<file path="src/rtl/pie_frame_encoder.sv">
`default_nettype none
// ============================================================================
// Module   : pie_frame_encoder
// Purpose  : Encodes one reader-to-tag command frame as a PIE waveform:
//            delimiter, data-0, RTCAL, optional TRCAL, then N data symbols.
//            Symbol timings are run-time inputs latched at frame start.
// Revision : 1.0 - initial release
// ============================================================================
module pie_frame_encoder #(
  parameter int CNT_W = 16,
  parameter int LEN_W = 8
) (
  input  logic             clk,
  input  logic             rst,
  input  logic             start,
  input  logic             preamble_sel,
  input  logic [LEN_W-1:0] frame_len,
  input  logic [CNT_W-1:0] cfg_pw,
  input  logic [CNT_W-1:0] cfg_zero,
  input  logic [CNT_W-1:0] cfg_one,
  input  logic [CNT_W-1:0] cfg_rtcal,
  input  logic [CNT_W-1:0] cfg_trcal,
  input  logic [CNT_W-1:0] cfg_delim,
  input  logic             in_bit,
  input  logic             in_valid,
  output logic             in_rdy,
  output logic             out_pie,
  output logic             busy,
  output logic             done,
  output logic             underrun
);

  localparam logic [CNT_W-1:0] C_CNT_ONE = CNT_W'(1);
  localparam logic [LEN_W-1:0] C_LEN_ONE = LEN_W'(1);

  typedef enum logic [2:0] {
    S_IDLE  = 3'd0,
    S_DELIM = 3'd1,
    S_SYNC0 = 3'd2,
    S_RTCAL = 3'd3,
    S_TRCAL = 3'd4,
    S_DATA0 = 3'd5,
    S_DATA1 = 3'd6
  } state_t;

  state_t           state, state_nxt;
  logic [CNT_W-1:0] count, count_nxt;
  logic [LEN_W-1:0] bits_left, bits_left_nxt;
  logic             capture;

  // Frame-constant copies of the configuration, taken when the frame starts
  logic [CNT_W-1:0] pw_q, zero_q, one_q, rtcal_q, trcal_q, delim_q;
  logic             pre_q;

  logic [CNT_W-1:0] period_raw, period;
  logic             sym_end;
  logic             data_slot;
  logic             pulse_high;

  // Period of the symbol currently being emitted (zero is promoted to one)
  always_comb begin
    period_raw = C_CNT_ONE;
    case (state)
      S_DELIM: period_raw = delim_q;
      S_SYNC0: period_raw = zero_q;
      S_RTCAL: period_raw = rtcal_q;
      S_TRCAL: period_raw = trcal_q;
      S_DATA0: period_raw = zero_q;
      S_DATA1: period_raw = one_q;
      default: period_raw = C_CNT_ONE;
    endcase
    period = (period_raw == '0) ? C_CNT_ONE : period_raw;
  end

  // Symbol timing, bit-intake window and frame status flags
  always_comb begin
    sym_end    = (state != S_IDLE) && (count == period - C_CNT_ONE);
    // A data bit is needed after the last calibration symbol or any data symbol
    data_slot  = ((state == S_RTCAL) && !pre_q) || (state == S_TRCAL) ||
                 (state == S_DATA0) || (state == S_DATA1);
    // Low pulse occupies the final pw cycles; pw >= period gives an all-low symbol
    pulse_high = (pw_q < period) && (count < period - pw_q);
    in_rdy     = sym_end && data_slot && (bits_left != '0);
    done       = sym_end && data_slot && (bits_left == '0);
    underrun   = in_rdy && !in_valid;
    busy       = (state != S_IDLE);
    case (state)
      S_IDLE:  out_pie = 1'b1;
      S_DELIM: out_pie = 1'b0;
      default: out_pie = pulse_high;
    endcase
  end

  // Next-state, symbol counter and bit-count logic
  always_comb begin
    state_nxt     = state;
    count_nxt     = count;
    bits_left_nxt = bits_left;
    capture       = 1'b0;
    if (state == S_IDLE) begin
      count_nxt = '0;
      if (start) begin
        state_nxt     = S_DELIM;
        bits_left_nxt = frame_len;
        capture       = 1'b1;
      end
    end else if (!sym_end) begin
      count_nxt = count + C_CNT_ONE;
    end else begin
      count_nxt = '0;
      if (state == S_DELIM) begin
        state_nxt = S_SYNC0;
      end else if (state == S_SYNC0) begin
        state_nxt = S_RTCAL;
      end else if ((state == S_RTCAL) && pre_q) begin
        state_nxt = S_TRCAL;
      end else if (bits_left == '0) begin
        // Normal completion
        state_nxt = S_IDLE;
      end else if (in_valid) begin
        state_nxt     = in_bit ? S_DATA1 : S_DATA0;
        bits_left_nxt = bits_left - C_LEN_ONE;
      end else begin
        // Bit source failed to deliver: abort the frame
        state_nxt = S_IDLE;
      end
    end
  end

  // State, counter and latched frame configuration registers
  always_ff @(posedge clk) begin
    if (rst) begin
      state     <= S_IDLE;
      count     <= '0;
      bits_left <= '0;
      pw_q      <= '0;
      zero_q    <= '0;
      one_q     <= '0;
      rtcal_q   <= '0;
      trcal_q   <= '0;
      delim_q   <= '0;
      pre_q     <= 1'b0;
    end else begin
      state     <= state_nxt;
      count     <= count_nxt;
      bits_left <= bits_left_nxt;
      if (capture) begin
        pw_q    <= cfg_pw;
        zero_q  <= cfg_zero;
        one_q   <= cfg_one;
        rtcal_q <= cfg_rtcal;
        trcal_q <= cfg_trcal;
        delim_q <= cfg_delim;
        pre_q   <= preamble_sel;
      end
    end
  end

endmodule
`default_nettype wire

</file>
<file path="config.mk">
export PLATFORM = sky130hd
export DESIGN_NAME = pie_frame_encoder
export DESIGN_NICKNAME = d
export VERILOG_FILES = /design/src/rtl/pie_frame_encoder.sv
export SDC_FILE = /design/constraint.sdc
export NUM_CORES = 1
export LEC_CHECK = 0
export ABC_AREA = 1
export ABC_CLOCK_PERIOD_IN_PS = 7500
export CAP_MARGIN = 10
export CORE_MARGIN = 2
export CORE_UTILIZATION = 40
export CTS_CLUSTER_DIAMETER = 80
export DETAILED_ROUTE_END_ITERATION = 7
export PLACE_DENSITY = 0.71
export SYNTH_ARGS = -nofsm -noshare
export SYNTH_HDL_FRONTEND = slang
export SYNTH_SLANG_ARGS = --single-unit
</file>
<file path="constraint.sdc">
create_clock -name clk -period 7.5 [get_ports clk]
set_input_delay 1.5 -clock clk [delete_from_list [all_inputs] [get_ports clk]]
set_output_delay 1.5 -clock clk [all_outputs]
set_load 0.05 [all_outputs]
</file>
---- After elaboration in Yosys (flattened, before gate mapping) ----
Cells that the tools add are included.
operators by class
  mux-type cells .......................... 22
  magnitude comparators ................... 2
  reduce and logical (&&, ||, !) cells .... 24
  equal/unequal tests ..................... 12
  $add $sub $neg .......................... 4
operators with widths
  cell                                                                  number
  16-bit one-hot mux with 5 select lines                                1
  8-bit two-way mux                                                     8
  16-bit < comparator                                                   2
  3-bit two-way mux                                                     8
  16-bit by 1-bit adder with 16-bit output, second input constant       1
  16-bit == test                                                        1
  16-bit zero test                                                      1
  16-bit two-way mux                                                    1
  16-bit by 1-bit subtractor with 16-bit output, second input constant  1
  16-bit subtractor                                                     1
  3-bit == test, second input constant                                  3
  1-bit logical AND                                                     8
  8-bit zero test                                                       1
  2-bit inequality test, second input constant                          4
  8-bit nonzero test                                                    1
  8-bit by 1-bit subtractor with 8-bit output, second input constant    1
  7-bit AND reduction                                                   1
  3-bit by 2-bit == test with 1-bit output, second input constant       2
  2-bit nonzero test                                                    2
  3-bit by 1-bit == test with 1-bit output, second input constant       1
  3-bit zero test                                                       1
  1-bit logical OR                                                      3
  3-bit nonzero test                                                    1
  3-bit OR reduction                                                    1
  7 further kinds                                                       9
word-level totals
  output and inout port bits .............. 5
  register bits ........................... 124

---- Depth between registers and ports, before layout ----
  depth after elaboration ................. 11
  mapped depth ............................ 37
  gate-level depth less buffers ........... 36

---- Worst setup path after synthesis ----
Ideal clock, no wire load.
  kind .................................... reg2out
  start point ............................. reg state[1]
  end point ............................... out out_pie
  path slack .............................. 1781 ps
  buffers on the path ..................... 2
  cell stages (with the launch flop) ...... 29
  arrival ................................. 4219 ps
  cell sequence ........................... dfxtp_1 buf_4 nor2_2 buf_6 nand3_1 nand2_1 nor2_1 nand2_2 nor2_1 nand2_1 nor2_1 nand2_2 nand2_2 inv_1 ha_1 inv_1 fa_1 nand3_1 and2_1 inv_1 a21oi_1 nor3_1 a211oi_1 o21ai_0 xor2_1 ha_1 a2111oi_0 nand4_1 nand2_1
on the way
  cells in the longest elaborated chain, start to end .. 9
  elaborated cells on any way between the ends .. 16
ends and longest elaborated chain
  element                                                                           RTL line  source
  from (decl)                                                                       46        state_t state, state_nxt;
  from (signal assigned)                                                            144       state <= state_nxt;
  3-bit == test / 3-bit by 2-bit == test with 1-bit output (equally long branches)  63        case (state)
  2-bit OR reduction (no source line)                                               --
  16-bit one-hot mux with 5 select lines                                            63
  16-bit zero test                                                                  72        period = (period_raw == '0) ? C_CNT_ONE : period_raw;
  16-bit two-way mux                                                                72
  16-bit subtractor                                                                 82        pulse_high = (pw_q < period) && (count < period - pw_q);
  16-bit < comparator                                                               82
  1-bit logical AND                                                                 82
  1-bit one-hot mux with 2 select lines *                                           87        case (state)
  to (decl)                                                                         27        output logic out_pie,
Mark *: on every way between the ends. The rest lies on a longest branch, timed or not.

---- Worst setup path after layout ----
  start point ............................. reg state[0]
  end point ............................... out out_pie
Same word-level chain as after synthesis.

==> summary.md <==
| Metric | Value |
|---|---|
| Status | `finished clean` |
| Crit path DAT | `5420 ps` |
| Layout cell share with drive strength beyond 1 | `6.70%` |
| Core box area | `18,600 sq um` |
| Post-Syn Instances | `1,097` |
| PD cells | `231 nW/um^2` |
| Final cell count without fillers | `1,428` |
| Vias in the first global route | `6,977` |
| DP Cell Count | `1,395` |
| Area growth, synth to finish | `23.9%` |
| Seq/Total Area, Yosys | `33.0%` |
| Commonest non-fill, non-tap cell in the layout | `nand2_1` |
| # setup viols final | `0` |
| Synth Area in Simple Gates | `33.4%` |
| Kind of critical path | `reg2out` |
| #FFs+latches synth | `124` |
| Least-Margin Pin Slew | `763 ps` |
| Clock sinks | `124` |
| H-tree depth | `4` |
| Wirelength per Cell | `15.7 um` |
| Hold_ws | `463 ps` |
| R2r worst-path depth | `23` |
| Number of synthesized flops with an enable pin | `0` |
| Mux contribution to synthesized area | `0.133%` |
| GRT overflow | `0` |
| Fill count | `1,829` |
| Hold_buf cts | `0` |
| R2R Setup Slk | `3360 ps` |
| Reg area | `2480 sq um` |
| Async SR Flop Fraction | `0%` |
| Antenna diode count | `0` |
| WL final | `22,500 um` |
| CP required | `6000 ps` |
| DRC viols | `0` |
| Hold Fails Final Rpt | `0` |
| Finished Core Util | `50.1%` |
| Largest net degree at the start of global routing | `82` |
| Post-CTS setup repair buffer count | `0` |
| CTS tree | `done` |
| Port Buffers | `114` |
| TritonCTS buffer count | `17` |
| Main synth FF type | `dfxtp_1` |
| Drt pass-1 iters | `7` |
| Post-Synth Adder-Cell Area | `6.09%` |
| Die height | `141 um` |
| GRT Total Usage | `22.6%` |
| Max FO, Critical Path | `17` |
| Die width | `141 um` |
| Largest family of logic cells by synthesized area | `simple AND/OR/NAND/NOR gates` |
| Leakage | `4.00 nW` |
| Final net count | `1,327` |
| Fin. max-slew vios | `0` |
| Synth warn | `0` |
| Post-synthesis xor/xnor area fraction | `4.78%` |
| Gpl congestion | `0.943` |
| Post_cts resized | `0` |
| Initial Utilization | `40.5%` |
| Clock buffer depth | `2` |
| Multi-input combinational cell area | `4410 sq um` |
| Net count after synthesis | `1,243` |
| # IOs | `115` |
| Post-route design area | `9320 sq um` |
| Max Cap Violations | `0` |
| Startpoint types | `flop` |
| Most frequent cells in the layout | `229 x nand2_1, 138 x a21oi_1, 123 x dfxtp_1` |
| CTS Root Cell | `clkbuf_16` |
| Avg Cell Area, Syn | `6.85 sq um` |
| Slew HR | `49.2%` |
| Clock slew at reported path FFs | `60 ps` |
| 1st-iter DRT viols | `681` |
| Hold path depth | `2` |
| Area post-placement | `8730 sq um` |
| DP Wirelength | `16,900 um` |
| Min-delay worst type | `reg2reg` |
| Vias per std cell | `5.29` |
| Max VDD drop | `0.146 mV` |
| Yosys cell types | `45` |
| Total number of vias | `7,558` |
| First-pass GRT wire length | `35,500 um` |
| Final critical-path share of the clock period | `92.3%` |
| Netlist Area Pre-Place | `7520 sq um` |
| CP endpoint kind | `primary output` |
| FMAX | `144 MHz` |
| Clock Latency Late Sink | `430 ps` |
| Rows | `50` |
| Clock Skews | `11.8 ps` |
| Compound-cell area share of the yosys netlist | `14.2%` |
| Die ar. | `19,900 sq um` |
| Antenna violations before repair | `1` |
| Clock period minus worst slack | `6920 ps` |
| Final ANT Viol Nets | `0` |
==> synth_stat cells, types with 2 or more instances <==
| cell | instances | area share (%) |
|---|---|---|
| clkbuf_1 | 40 | 2.0 |
| nand3_1 | 121 | 8.1 |
| nor2_1 | 86 | 4.3 |
| inv_1 | 83 | 4.1 |
| nand2_2 | 10 | 0.83 |
| nand2_1 | 230 | 11 |
| o21ai_0 | 52 | 3.5 |
| xnor2_1 | 9 | 1.0 |
| ha_1 | 35 | 5.8 |
| buf_6 | 9 | 1.3 |
| nand3b_1 | 5 | 0.50 |
| nand4_1 | 52 | 4.3 |
| a21oi_1 | 138 | 9.2 |
| a21o_1 | 2 | 0.20 |
| or2_2 | 2 | 0.17 |
| or3_1 | 2 | 0.17 |
| nor2_2 | 6 | 0.50 |
| inv_2 | 2 | 0.10 |
| nor4_1 | 4 | 0.33 |
| xor2_1 | 32 | 3.7 |
| nor2_4 | 2 | 0.30 |
| nand2_4 | 3 | 0.45 |
| o21ai_1 | 2 | 0.13 |
| o21bai_1 | 3 | 0.30 |
| nor3_1 | 11 | 0.73 |
| nor3b_1 | 2 | 0.20 |
| buf_2 | 8 | 0.53 |
| buf_4 | 2 | 0.20 |
| nand3_2 | 5 | 0.67 |
| dfxtp_1 | 124 | 33 |
==> worst paths after layout <==
path / to / startpoint
worst min register to register: zero_q[6]$_SDFFE_PP0P_ / zero_q[6]$_SDFFE_PP0P_
worst max-delay path: out_pie / state[0]$_SDFFE_PP0P_
worst max register to register: count[2]$_SDFF_PP0_ / state[0]$_SDFFE_PP0P_
worst min-delay path: zero_q[6]$_SDFFE_PP0P_ / zero_q[6]$_SDFFE_PP0P_
==> where the power goes <==
| part | internal (mW) | leakage, nW | switching (mW) |
|---|---|---|---|
| combinational | 0.232 | 2.71 | 0.358 |
| sequential | 0.713 | 1.02 | 0.0375 |
| clock | 0.490 | 0.270 | 0.319 |
| total | 1.43 | 4.00 | 0.714 |
==> per-layer routing <==
layer	global-route usage [%]	wire length (um)	vias to the layer above
met5	0	0	-
met4	7.58	543	0
li1	-	-	3860
met3	4.48	1160	39
met2	36.7	10600	234
met1	30.1	10200	3425
==> cell families after synthesis <==
group / Yosys count
buf+inv: 146
fa+ha+maj: 36
xor+xnor: 41
compound gates: 205
mux: 1
simple gates: 544
flops: 124
==> cell type report <==
cell class	count	share of cell area, %
multi-input cells	827	47.4
flip-flops and latches	124	26.7
repair buffers	124	13.1
clock buffers	19	4.65
inverters	86	3.50
well taps	234	3.14
clock inverters	13	1.50
repair inverters	1	0.0537
==> registers in the layout (all words and copies together) (netlist names) <==
register,cells
delim_q,16
one_q,16
pw_q,16
trcal_q,16
rtcal_q,16
bits_left,8
state,3
pre_q,1
count,16
zero_q,16
==> worst max-delay path: stages, from the launching register on <==
cell       delay, ps
dfxtp_2          410
nor2_2           580
nand3_1          130
nand2_1          110
nor2_1            40
nand2_1          180
nor2_1           110
nand2_1          100
nor2_1            60
nand2_2          150
nand2_2           90
inv_1            100
ha_1             140
inv_1             60
fa_1             410
nand3_1           80
and2_1           200
inv_1             60
a21oi_1          230
nor3_1           100
a211oi_1         340
o21ai_0          170
xor2_1           160
ha_1             180
a2111oi_1        390
nand4_1          130
nand2_1          120
buf_12           160
==> through the flow <==
| step | total power, mW | worst slack, ps | TNS, ps |
|---|---|---|---|
| after global routing | 2.27 | -3.07 | -3.07 |
| final | 2.15 | 576 | 0 |
| after floorplan | 1.17 | 1780 | 0 |
| after detailed placement | 1.35 | 952 | 0 |
| after global placement | 1.34 | 1110 | 0 |
| after CTS | 2.16 | 509 | 0 |
No activity file was read; power rests on OpenSTA's default activity.
==> patch: new RTL, config.mk and constraints unchanged <==
Add an input register stage for `cfg_zero`, with the module's reset; this delays it by one clock. The other inputs are not delayed to match.
--- a/src/rtl/pie_frame_encoder.sv
+++ b/src/rtl/pie_frame_encoder.sv
@@ -44,2 +44,12 @@
   } state_t;
+
+  logic [CNT_W-1:0] cfg_zero_q;
+
+  always_ff @(posedge clk) begin
+    if (rst) begin
+      cfg_zero_q <= '0;
+    end else begin
+      cfg_zero_q <= cfg_zero;
+    end
+  end
 
@@ -148,3 +158,3 @@
         pw_q    <= cfg_pw;
-        zero_q  <= cfg_zero;
+        zero_q  <= cfg_zero_q;
         one_q   <= cfg_one;
Check against the original RTL: not equivalent (a bounded check fails within 4 cycles, from zero or initial values and one cycle with rst high).
==> patch against the original RTL <==
Utilization up 0.36 points; worst setup slack got worse by 0.21 ns; sequential share of layout area is 1.7 points higher; sequential power grew 13%; maximum frequency down 2.9%; synthesized area up 7.0%; wire length up 2.2%; design area grew 6.2%; power is 7.5% higher; sequential cell count increased by 16; critical path type unchanged.
==> patch: results (changes against the original RTL) <==
diodes: 0  # unchanged
firstDrtPassIters: 5  # was 7
grt_pass1_vias: 7273  # was 6977
synth-main-ff-cell: "dfxtp_1"  # unchanged
r2r-start: "state[1]$_SDFFE_PP0P_"  # was state[0]$_SDFFE_PP0P_
holdWs_ns: 0.4645  # was 0.4629 ns
min_from: "cfg_zero_q[3]$_SDFF_PP0_"  # was zero_q[6]$_SDFFE_PP0P_
fin_skew_ns: 0.01237  # was 0.01175 ns
cp_slowest_cell: "dfxtp_1"  # was nor2_2
ys_types: 49  # was 45
routabilityCongestion: 0.9391  # was 0.9433
synth_area_leaders: "dfxtp_1, nand2_1, nand3_1"  # was dfxtp_1, nand2_1, a21oi_1
port_buffers: 114  # unchanged
max_slew_margin_pct: 26.84  # was 49.15%
drive_above_1_share_pct: 8.454  # was 6.700%
cts_root_buf: "clkbuf_16"  # unchanged
crit_start: "state[2]$_SDFFE_PP0P_"  # was state[0]$_SDFFE_PP0P_
synth_common_cells: "nand2_1, nand3_1, dfxtp_1, a21oi_1, inv_1"  # was nand2_1, a21oi_1, dfxtp_1, nand3_1, nor2_1
syn_nets: 1292  # was 1243
insertion_delay_ns: 0.43  # about the same
peakVddDrop_mv: 0.1619  # was 0.1463 mV
use_met3_pct: 3.417  # was 4.484%
place_inst: 1471  # was 1395
wl_per_cell_um: 15.24  # was 15.72 um
grt_util_met2_pct: 33.96  # was 36.71%
cellLeakagePower_nw: 4.248  # was 3.998 nW
r2r-end: "bits_left[2]$_SDFFE_PP0P_"  # was count[2]$_SDFF_PP0_
grt_max_degree: 94  # was 82
met1_usage_pct: 30.53  # was 30.14%
vias_per_cell: 5.137  # was 5.293
drt_iter0_drc: 666  # was 681
num-fill-cells: 1970  # was 1829
path_clk_slew_ns: 0.06  # about the same
status: "finished clean"  # unchanged
dr_total_vias: 7742  # was 7558
critPathMaxStageDelay_ns: 0.51  # was 0.58 ns
synth-seq-area-share_pct: 34.84  # was 33.01%
r2r_slack_ns: 3.42  # was 3.36 ns
worstPathMaxFanout: 32  # was 17
dp_hpwl_mm: 17.03  # was 16.93 mm
final_nets: 1375  # was 1327
ff2ff_path_depth: 13  # was 23
synth_cells: 1146  # was 1097
pre_cts_ws_ns: 0.7183  # was 0.9517 ns
period_minus_slack_ns: 7.131  # was 6.924 ns
worstPathArrival_ns: 5.63  # was 5.42 ns
grt_pass1_wl_mm: 37.19  # was 35.51 mm
worstHoldEndpoint: "zero_q[3]$_SDFFE_PP0P_"  # was zero_q[6]$_SDFFE_PP0P_
hold_class: "register to register"  # unchanged
antenna_found_initial: 0  # was 1
grt_usage_pct: 21.58  # was 22.62%
[patch: cell count changes after synthesis, moves of 3 or more]
cell,change
a21oi_1,-3
inv_1,+14
nand2_2,+9
nand4_1,-18
nand3_1,+25
nor2_2,+5
dfxtp_1,+16
buf_6,-4
o21ai_0,-12
buf_4,+5
buf_2,-4
nor2_4,+6
[patch: timing repair]
item / 4_1_cts / 5_1_grt
buffers inserted: 0 / 4
resized for setup: 0 / 6
endpoints found under the setup margin: 0 / 1
[patch: through the flow]
step / cell area (sq um) / util (%)
3_5_place_dp: 9279 / 47.37
2_1_floorplan: 8044 / -
6_report: 9894 / 50.51
3_3_place_gp: 9279 / 47.37
4_1_cts: 9847 / 50.27
5_1_grt: 9894 / 50.51
[patch: kinds of logic after synthesis]
logic type,share of synthesized area (%)
AOI/OAI and AO/OA,12.60
DFF,34.84
and+or+nand+nor,33.33
adders and majority gates,5.693
xor gates and xnor gates,4.775
buffers and inverters,8.633
muxes,0.1244
[patch: area by class of cell]
cell class	instances	area [sq um]	share of cell area, %
Inverter	101	381.6	3.857
Tap cell	265	331.6	3.351
Timing Repair Buffer	126	1239	12.52
Clock buffer	21	460.4	4.654
Multi-Input combinational cell	843	4567	46.16
Clock inverter	11	107.6	1.088
Sequential cell	140	2808	28.38
[patch: where the power goes]
part	switching [mW]	internal, mW
combinational	0.393	0.253
clock	0.336	0.477
sequential	0.0460	0.804
total	0.775	1.53
[patch: layer usage]
metal	up-vias	part of all wire [%]
li1	3975	-
met1	3553	49
met2	190	45
met3	24	4.1
met4	0	1.6
met5	-	0
[patch: worst min-delay path, stage by stage (launching register included)]
cell and delay, ns:
dfxtp_1 0.30, nand3_1 0.07, a21oi_1 0.06
